### src/rtl/dmem_seq_ctrl.sv
// Data-memory access sequencer: loads, direct word stores and read-modify-write sub-word stores over a word bus.
// Optional MISALIGN_TRAP_EN: misaligned half/word accesses complete at once with rsp_err=1 and never reach the bus.
module dmem_seq_ctrl #(
  parameter int ADDR_W       = 32,
  parameter int BUS_WAIT_MAX = 0
) (
  input  logic              clk,
  input  logic              rst_n,
  input  logic              req_valid,
  output logic              req_ready,
  input  logic              req_we,
  input  logic [2:0]        req_op,
  input  logic [ADDR_W-1:0] req_adr,
  input  logic [31:0]       req_wdata,
  output logic              rsp_valid,
  output logic [31:0]       rsp_rdata,
  output logic              rsp_err,
  output logic [2:0]        al_op,
  output logic              al_we,
  output logic [ADDR_W-1:0] al_adr,
  output logic [31:0]       al_wdin,
  output logic [31:0]       al_rdata,
  input  logic [31:0]       al_wdo,
  input  logic [31:0]       al_rdo,
  output logic              bus_req,
  output logic              bus_we,
  output logic [ADDR_W-1:0] bus_addr,
  output logic [31:0]       bus_wdata,
  input  logic              bus_ack,
  input  logic [31:0]       bus_rdata
);

  typedef enum logic [1:0] {IDLE = 2'd0, RD = 2'd1, WR = 2'd2, RESP = 2'd3} state_t;

  state_t            state_r;
  logic [2:0]        op_r;
  logic              we_r;
  logic [ADDR_W-1:0] adr_r;
  logic [31:0]       wdata_r;
  logic [31:0]       rbuf_r;
  logic              rsp_valid_r;
  logic              rsp_err_r;
  logic              bus_req_r;
  logic              bus_we_r;
  logic              misalign_s;
  logic              word_store_s;

  // Bus timeout is reserved; a nonzero BUS_WAIT_MAX has no effect in this revision.
  if (BUS_WAIT_MAX != 0) begin : g_wait_reserved
  end

`ifdef MISALIGN_TRAP_EN
  assign misalign_s = ((req_op[1:0] == 2'b01) && req_adr[0]) ||
                      ((req_op[1:0] == 2'b10) && (req_adr[1:0] != 2'b00));
`else
  assign misalign_s = 1'b0;
`endif

  assign word_store_s = req_we && (req_op[1:0] == 2'b10);

  // Sequencer FSM with request latches, read buffer and registered bus/response controls.
  always_ff @(posedge clk or negedge rst_n) begin
    if (!rst_n) begin
      state_r     <= IDLE;
      op_r        <= 3'd0;
      we_r        <= 1'b0;
      adr_r       <= '0;
      wdata_r     <= 32'd0;
      rbuf_r      <= 32'd0;
      rsp_valid_r <= 1'b0;
      rsp_err_r   <= 1'b0;
      bus_req_r   <= 1'b0;
      bus_we_r    <= 1'b0;
    end else begin
      case (state_r)
        IDLE: begin
          rsp_valid_r <= 1'b0;
          rsp_err_r   <= 1'b0;
          if (req_valid) begin
            op_r    <= req_op;
            we_r    <= req_we;
            adr_r   <= req_adr;
            wdata_r <= req_wdata;
            if (misalign_s) begin
              state_r     <= RESP;
              rsp_valid_r <= 1'b1;
              rsp_err_r   <= 1'b1;
            end else if (word_store_s) begin
              state_r   <= WR;
              bus_req_r <= 1'b1;
              bus_we_r  <= 1'b1;
            end else begin
              state_r   <= RD;
              bus_req_r <= 1'b1;
              bus_we_r  <= 1'b0;
            end
          end
        end
        RD: begin
          if (bus_ack) begin
            rbuf_r <= bus_rdata;
            if (we_r) begin
              // Sub-word store: merge happens downstream once rbuf holds the old word.
              state_r  <= WR;
              bus_we_r <= 1'b1;
            end else begin
              state_r     <= RESP;
              bus_req_r   <= 1'b0;
              rsp_valid_r <= 1'b1;
            end
          end
        end
        WR: begin
          if (bus_ack) begin
            state_r     <= RESP;
            bus_req_r   <= 1'b0;
            bus_we_r    <= 1'b0;
            rsp_valid_r <= 1'b1;
          end
        end
        RESP: begin
          state_r     <= IDLE;
          rsp_valid_r <= 1'b0;
          rsp_err_r   <= 1'b0;
        end
        default: begin
          state_r     <= IDLE;
          rsp_valid_r <= 1'b0;
          rsp_err_r   <= 1'b0;
          bus_req_r   <= 1'b0;
          bus_we_r    <= 1'b0;
        end
      endcase
    end
  end

  assign req_ready = (state_r == IDLE);
  assign rsp_valid = rsp_valid_r;
  assign rsp_err   = rsp_err_r;
  // al_rdo is derived from rbuf and the latched request, so it is settled throughout RESP.
  assign rsp_rdata = (rsp_valid_r && !we_r && !rsp_err_r) ? al_rdo : 32'd0;

  assign al_op     = op_r;
  assign al_we     = we_r;
  assign al_adr    = adr_r;
  assign al_wdin   = wdata_r;
  assign al_rdata  = rbuf_r;

  assign bus_req   = bus_req_r;
  assign bus_we    = bus_we_r;
  assign bus_addr  = {adr_r[ADDR_W-1:2], 2'b00};
  assign bus_wdata = bus_we_r ? al_wdo : 32'd0;

endmodule

### config.mk
export PLATFORM = sky130hd
export DESIGN_NAME = dmem_seq_ctrl
export DESIGN_NICKNAME = d
export VERILOG_FILES = /design/src/rtl/dmem_seq_ctrl.sv
export SDC_FILE = /design/constraint.sdc
export NUM_CORES = 1
export LEC_CHECK = 0
export CORE_AREA = 3 3 141 143
export CTS_CLUSTER_SIZE = 20
export DETAILED_ROUTE_END_ITERATION = 10
export DIE_AREA = 0 0 144 146
export HOLD_SLACK_MARGIN = 0.15
export SYNTH_ARGS = -nofsm -noshare
export SYNTH_HDL_FRONTEND = slang
export SYNTH_SLANG_ARGS = --single-unit
### constraint.sdc
create_clock -name clk -period 4.8 [get_ports clk]
set_input_delay 0.72 -clock clk [delete_from_list [all_inputs] [get_ports clk]]
set_output_delay 0.72 -clock clk [all_outputs]
set_load 0.01 [all_outputs]
==> results.md, run 1 <==
- Crit end category: output port
- RePlAce Congestion: 0.873
- Final Hold Viols: 0
- Synth Area in Compound Gates: 1.50%
- Maximum clock path buffer count: 2
- Relative slew slack: 29.8%
- Met2 routed WL: 8.98 mm
- Internal: 3.71 mW
- R2R cell count: 4
- Setup crit start: bus_we$_DFFE_PN0P_
- CP max stage delay: 800 ps
- Tcrit/Tclk final: 56.4%
- Area of the multi-input gates: 0.00188 mm^2
- RSZ-0062 raised after global routing: false
- Max Slew Vio Count: 0
- Initial DRC count: 83
- CP Launch Type: flop
- Fin nets: 859
- Clock root buffer: clkbuf_16
- Met3 WL post-DR: 1.56 mm
- Initial Utilization: 25.9%
- Syn-to-layout area delta: 81.9%
- Wire per inst: 18.3 um
- Final WL: 16.9 mm
- Cell chain of the critical path: and2_1 -> clkdlybuf4s50_1
- Fmax: 370 MHz
- CTS clk-pin slew, worst paths: 70 ps
- Hold WC Path Type: in2async
- Sequential fraction of design power: 30.5%
- Post-Synth Simple-Gate Area: 9.94%
- Initial antenna violation count: 2
- DRT antenna net count: 0
- Largest net degree at the start of global routing: 69
- Synth Register Bits: 105
- Outcome: completed
- Clock power frac: 14.6%
- Die height: 146 um
- H-tree levels: 3
- Clk Latency, worst-skew pair: 350 ps
- R2R Setup Slk: 2570 ps
- CP max stage cell: dfrtp_1
- Number of core rows: 50
- Critical path class: reg2out
- Post-CTS sizing: 0
- Fin cells: 924
- Number of I/O port buffers: 365
- Total core area: 0.0187 mm^2
- Worst-path maximum fanout: 34
- R2r startpoint: state_r[0]$_DFFE_PN0P_
- Clock skew: 9.60 ps
- Hold Buf Count CTS: 0
- Setup Viol. Count Final: 0
- First-pass GRT wire length: 25.6 mm
- Post-Synth Adder-Cell Area: 1.29%
- Crit path time final: 2710 ps
- Yosys warns: 0
- Critical Path Stages: 2
- Number of synthesized flops with an enable pin: 0
- Total CTS buffers: 9
- Number of placed cells counting well taps: 909
- Post-CTS setup buffer count: 0
- Via count: 3902
- Yosys cell types: 24
- Multiplexer share of the synthesized area: 25.7%
- Gr usage total: 15.7%
- Layout cells sized above 1: 18.1%
- Slew @ Worst Pin: 1050 ps
- Net Switching: 1.74 mW
- Family with the most delay on the worst path: flip-flops
- Ys async rst share: 100%
- Post-synthesis sequential area ratio: 54.2%
- Met1 wire length: 6.11 mm
- Largest family of logic cells by synthesized area: multiplexers
- Required time of the critical path: 4080 ps
- Commonest non-fill, non-tap cells in the layout: 364 x clkdlybuf4s50_1, 105 x dfrtp_1, 83 x mux2_2
- WP buf/inv: 1
- Post-route DRC violation count: 0
- Vias in the first global route: 4395
- Register area: 0.00263 mm^2
- CTS tree: yes
- Synth Instances: 353
- Commonest non-fill, non-tap cell in the layout: clkdlybuf4s50_1
- Cell area power density: 618 mW/mm^2
- Logic pwr share: 54.9%
- Leak: 3.67 nW
- Die width: 144 um
- Drt pass-1 iters: 4
- Mapped cell area: 0.00484 mm^2
- Setup TNS: 0 ps
- Vias per inst: 4.22
- XOR/XNOR share of the synthesized area: 0%
- Primary FF master, synth: dfrtp_1
- Average footprint of a synthesized cell: 13.7 um^2
- Final Core Density: 47.1%
- Peak VDD IR: 279 uV
- Max_cap viols: 0
- Post-DP HPWL: 13.3 mm
- Switching Share: 31.9%
- Clk sink count: 105
- Arrival time of the worst setup path: 1990 ps
- N_diodes: 0
- Filler cell count: 1670
- Io pins: 369
- Top Metal Used: met5
- Die area: 0.0210 mm^2
- Total gr overflow: 0
cell families (layout without fill, tap and decap cells):
group,Yosys count,count (layout)
DFF,105,105
muxes,104,104
and+or+nand+nor,78,78
buffers and inverters,52,387
AOI/OAI and AO/OA,8,8
adders and majority gates,5,5
other,1,3
Yosys cell counts (all sizes together) (3+ instances only):
cell    number  share of area, %
mux2       104                26
ha           5               1.3
nand2        3              0.23
nand2b       3              0.39
and2        66               8.5
a21oi        3              0.31
inv          3              0.23
clkbuf       6              0.46
nor2b        3              0.39
dfrtp      105                54
buf         43               6.5
final timing paths:
kind | end
setup / recovery | bus_wdata[22]
hold reg to reg | al_rdata[24]$_DFFE_PN0P_
hold / removal | al_wdin[3]$_DFFE_PN0P_
max in group asynchronous | al_adr[28]$_DFFE_PN0P_
min in group clk | al_rdata[24]$_DFFE_PN0P_
setup reg to reg | al_wdin[23]$_DFFE_PN0P_
through the flow:
| step | worst slack (ps) | instance area [um^2] | hold WS [ps] | power, mW |
|---|---|---|---|---|
| 3_3_place_gp | 2060 | 8490 | 475 | 4.65 |
| 3_5_place_dp | 2060 | 8490 | 487 | 4.70 |
| 2_1_floorplan | 3050 | 4850 | 424 | 3.05 |
| 5_1_grt | 1880 | 8810 | 260 | 5.78 |
| 6_report | 2090 | 8810 | 259 | 5.45 |
| 4_1_cts | 1970 | 8810 | 251 | 5.54 |
registers in the layout, summed over array words and instances (netlist names):
register and cells:
state_r 2, bus_we 1, rsp_valid 1, al_we 1
al_op 3, al_rdata 32, al_adr 32, al_wdin 32
bus_req 1
power groups by stage:
stage	combinational, mW	clock, mW	sequential [mW]
finish	2.99	0.796	1.66
global route	3.17	0.873	1.73
CTS	3.04	0.832	1.67
detailed placement	3.03	0	1.67
global placement	3.00	0	1.65
floorplan	1.24	0	1.82
cell type report:
type                    count  area share, %
repair buffers            369           41.8
flip-flops and latches    105           29.8
multi-input cells         198           21.4
well taps                 234           3.32
clock buffers              10           2.71
clock inverters             5          0.895
inverters                   3          0.128
per-layer routing:
layer	vias up	GRT usage [%]
met5	-	0
met4	4	4.80
met3	20	5.23
met2	191	28.7
met1	1881	16.9
li1	1806	-
Note: power is estimated with default switching activity, not from simulation.
==> inputs of run 2 (changes only) <==
- PLACE_DENSITY: not set -> 0.66
- clock period: 4.8 -> 2.4 ns (I/O delays scaled with it)
==> results.md, run 2 (synthesis results as in run 1) <==
- Total core area: 0.0187 mm^2
- Filler cell count: 1661
- Number of I/O port buffers: 365
- Clock root buffer: clkbuf_16
- Area of the multi-input gates: 0.00188 mm^2
- DRT antenna net count: 0
- Post-route DRC violation count: 0
- Arrival time of the worst setup path: 1890 ps
- Setup TNS: 0 ps
- Max Slew Vio Count: 0
- Via count: 3936
- Commonest non-fill, non-tap cells in the layout: 364 x clkdlybuf4s50_1, 104 x dfrtp_1, 83 x mux2_2
- Crit path time final: 2250 ps
- Layout cells sized above 1: 18.2%
- Vias in the first global route: 4281
- Hold WC Path Type: in2async
- Final worst-path setup slack: 149 ps
- Commonest non-fill, non-tap cell in the layout: clkdlybuf4s50_1
- R2R Setup Slk: 520 ps
- Max_cap viols: 0
- Final Hold Viols: 0
- Number of core rows: 50
- Gr usage total: 15.0%
- Outcome: completed
- Drt pass-1 iters: 3
- Clk sink count: 105
- Die width: 144 um
- R2r startpoint: state_r[0]$_DFFE_PN0P_
- Fmax: 444 MHz
- Total gr overflow: 0
- Fin nets: 861
- Setup Viol. Count Final: 0
- WP buf/inv: 2
- Crit end category: output port
- Clock skew: 6.67 ps
- RePlAce Congestion: 0.845
- CP max stage cell: clkdlybuf4s50_1
- Io pins: 369
- Vias per inst: 4.25
- CP Launch Type: flop
- Initial Utilization: 25.9%
- CP max stage delay: 560 ps
- Post-DP HPWL: 13.0 mm
- Syn-to-layout area delta: 81.9%
- N_diodes: 0
- H-tree levels: 3
- Cell chain of the critical path: nor2b_1 -> buf_4 -> and2_1 -> clkdlybuf4s50_1
- Cell area power density: 1210 mW/mm^2
- Final Core Density: 47.1%
- Final Instance Area: 0.00881 mm^2
- Maximum clock path buffer count: 2
- Overall Power: 10.7 mW
- Initial antenna violation count: 0
- Family with the most delay on the worst path: buffers and inverters
- Placement Cell Area: 0.00853 mm^2
- Final WL: 16.4 mm
- Peak VDD IR: 656 uV
- Largest net degree at the start of global routing: 69
- CTS clk-pin slew, worst paths: 70 ps
- Wire per inst: 17.7 um
- Total CTS buffers: 9
- Post-place setup slack: 381 ps
- Reg2reg end: al_wdin[30]$_DFFE_PN0P_
- Die area: 0.0210 mm^2
- Die height: 146 um
- Worst-path maximum fanout: 32
- First-pass GRT wire length: 24.5 mm
- Post-CTS setup buffer count: 0
- Initial DRC count: 62
- Required time of the critical path: 2040 ps
- Clk Latency, worst-skew pair: 340 ps
- R2R cell count: 5
- RSZ-0062 raised after global routing: false
- CTS tree: yes
- Critical path class: reg2out
- Register area: 0.00263 mm^2
- Leak: 3.66 nW
- Tcrit/Tclk final: 93.8%
==> run 2: area by class of cell <==
class	instances	share of cell area, %
Clock buffer	12	2.80
Timing Repair Buffer	371	42.2
Clock inverter	4	0.327
Sequential cell	105	29.8
Tap cell	234	3.32
Inverter	3	0.128
Multi-Input combinational cell	198	21.4
==> run 2: metal layers <==
| metal | vias to the layer above | routed length, um | share of wire (%) | track usage [%] |
|---|---|---|---|---|
| met2 | 208 | 8710 | 53 | 27.7 |
| met3 | 22 | 1450 | 8.8 | 5.03 |
| li1 | 1815 | - | - | - |
| met5 | - | 0 | 0 | 0 |
| met1 | 1891 | 5910 | 36 | 15.8 |
| met4 | 0 | 340 | 2.1 | 4.66 |
==> run 2: worst max-delay path by stage <==
stage / start / endpoint / slack (ps) / cells past startpoint
floorplan: state_r[0]$_DFFE_PN0P_ / al_wdin[10]$_DFFE_PN0P_ / 750 / 6
global placement: bus_we$_DFFE_PN0P_ / bus_wdata[5] / 440 / 2
detailed placement: bus_we$_DFFE_PN0P_ / bus_wdata[5] / 380 / 2
CTS: al_we$_DFFE_PN0P_ / rsp_rdata[0] / 100 / 4
global route: al_we$_DFFE_PN0P_ / rsp_rdata[0] / 20 / 4
finish: al_we$_DFFE_PN0P_ / rsp_rdata[0] / 150 / 4
==> run 2: metrics by stage <==
step	hold slack, ps	std cells
6_report	472	927
5_1_grt	475	927
4_1_cts	465	927
3_5_place_dp	300	910
3_3_place_gp	295	910
2_1_floorplan	64.4	355
==> run 2: report_power, final <==
part | switching [mW] | internal (mW) | total [mW]
clock network | 0.644 | 0.734 | 1.38
logic | 2.20 | 3.80 | 5.99
registers | 0.615 | 2.69 | 3.30
==> run 2: what timing repair did <==
| action | 4_1_cts | 5_1_grt |
|---|---|---|
| hold buffers | 1 | 0 |
| gates resized for setup | 1 | 0 |
| hold endpoints to repair | 25 | 0 |
| setup endpoints to repair | 1 | 0 |
==> inputs of run 3 (changes only) <==
- CTS_BUF_LIST: not set -> sky130_fd_sc_hd__clkbuf_4
==> results.md, run 3 (synthesis results as in run 1) <==
- Cell chain of the critical path: nor2b_4 -> buf_6 -> and2_1 -> clkdlybuf4s50_1
- Commonest non-fill, non-tap cell in the layout: clkdlybuf4s50_1
- Net Switching: 3.41 mW
- Crit end category: output port
- Placement Cell Area: 0.00853 mm^2
- Critical path class: reg2out
- Number of I/O port buffers: 365
- R2R cell count: 5
- Arrival time of the worst setup path: 1920 ps
- Cell area power density: 1160 mW/mm^2
- First-pass GRT wire length: 24.6 mm
- CP max stage delay: 550 ps
- Worst-path maximum fanout: 16
- R2R Setup Slk: 630 ps
- Fmax: 439 MHz
- Initial DRC count: 83
- Vias in the first global route: 4298
- Reg2reg end: bus_req$_DFFE_PN0P_
- CP Launch Type: flop
- Internal: 6.75 mW
- Initial antenna violation count: 0
- Switching Share: 33.6%
- Tcrit/Tclk final: 94.9%
- Logic pwr share: 59.6%
- Post-route DRC violation count: 0
- Drt pass-1 iters: 4
- Clock root buffer: clkbuf_4
- CTS clk-pin slew, worst paths: 160 ps
- Total gr overflow: 0
- Maximum clock path buffer count: 2
- Peak VDD IR: 621 uV
- Commonest non-fill, non-tap cells in the layout: 348 x clkdlybuf4s50_1, 103 x dfrtp_1, 83 x mux2_2
- Layout cells sized above 1: 19.1%
- Post-DP HPWL: 13.0 mm
- Outcome: completed
- Clk Latency, worst-skew pair: 460 ps
- Wire per inst: 17.8 um
- Hold WC Path Type: in2async
- Setup TNS: 0 ps
- Die height: 146 um
- CTS tree: yes
- Final Hold Viols: 0
- H-tree levels: 3
- Fin nets: 864
- Setup Viol. Count Final: 0
- Final Instance Area: 0.00873 mm^2
- Total CTS buffers: 9
- Number of core rows: 50
- Clock power frac: 8.0%
- Io pins: 369
- Sequential fraction of design power: 32.4%
- Family with the most delay on the worst path: buffers and inverters
- Initial Utilization: 25.9%
- RePlAce Congestion: 0.845
- Vias per inst: 4.26
- Leak: 3.85 nW
- Clk sink count: 105
- Max_cap viols: 0
- RSZ-0062 raised after global routing: false
- Via count: 3959
- Filler cell count: 1676
- Total core area: 0.0187 mm^2
- Syn-to-layout area delta: 80.3%
- Die area: 0.0210 mm^2
- Gr usage total: 15.1%
- Max Slew Vio Count: 0
- Required time of the critical path: 2040 ps
- Final WL: 16.5 mm
- CP max stage cell: clkdlybuf4s50_1
- Die width: 144 um
- DRT antenna net count: 0
- Largest net degree at the start of global routing: 69
- Crit path time final: 2280 ps
- WP buf/inv: 2
- Clock skew: 13.7 ps
- N_diodes: 0
- R2r startpoint: al_we$_DFFE_PN0P_
-- run 3: changes by cell type in the layout (fill, tap and decap cells not counted), sizes merged --
| cell | before | now |
|---|---|---|
| clkbuf | 12 | 11 |
| clkinv | 2 | 3 |
| buf | 6 | 9 |
| clkdlybuf4s50 | 364 | 348 |
| dlymetal6s2s | 0 | 15 |
| dlygate4sd2 | 0 | 1 |
-- run 3: repair_timing --
item	CTS	global route
hold buffers	1	0
resized for setup	7	18
endpoints found under the setup margin	66	33
pin swaps	0	0
setup buffers	1	1
gates cloned	1	0
hold endpoints to repair	62	0
-- run 3: routing by layer --
metal	wire (um)	GRT usage (%)	share of wire, %
met1	5940	15.9	36
met2	8780	27.9	53
met3	1430	4.83	8.7
met4	392	5.37	2.4
met5	0	0	0
-- run 3: power groups by stage --
stage               combinational [mW]  sequential [mW]  clock (mW)
global placement                  5.99             3.29           0
finish                            6.05             3.29       0.816
CTS                               6.17             3.31       0.886
detailed placement                6.08             3.34           0
global route                      6.42             3.44       0.964
floorplan                         2.47             3.63           0
-- run 3: how the worst max path moves through the flow --
stage / depth (start not counted) / slack, ps / end / startpoint
3_3_place_gp: 2 / 440 / bus_wdata[5] / bus_we$_DFFE_PN0P_
3_5_place_dp: 2 / 380 / bus_wdata[5] / bus_we$_DFFE_PN0P_
4_1_cts: 4 / 7 / rsp_rdata[16] / al_we$_DFFE_PN0P_
2_1_floorplan: 6 / 750 / al_wdin[10]$_DFFE_PN0P_ / state_r[0]$_DFFE_PN0P_
5_1_grt: 4 / 0.8 / rsp_rdata[15] / al_we$_DFFE_PN0P_
6_report: 4 / 120 / rsp_rdata[10] / al_we$_DFFE_PN0P_
-- run 3: through the flow --
stage | power, mW | hold slack (ps) | cells | setup slack (ps) | utilization [%]
4_1_cts | 10.4 | 285 | 929 | 7.22 | 46.4
3_3_place_gp | 9.28 | 295 | 910 | 441 | 45.6
3_5_place_dp | 9.42 | 300 | 910 | 381 | 45.6
5_1_grt | 10.8 | 276 | 930 | 0.800 | 46.7
6_report | 10.2 | 331 | 930 | 121 | 46.7
2_1_floorplan | 6.11 | 64.4 | 355 | 751 | -
-- run 3: layout make-up --
class                      count  area [um^2]  share of cell area, %
multi-input combinational    198         1890                   21.7
sequential                   105         2630                   30.1
timing repair buffer         374         3790                   43.4
inverter                       3         11.3                  0.129
clock buffer                  11         82.6                  0.946
clock inverter                 5         32.5                  0.372
tap                          234          293                   3.35
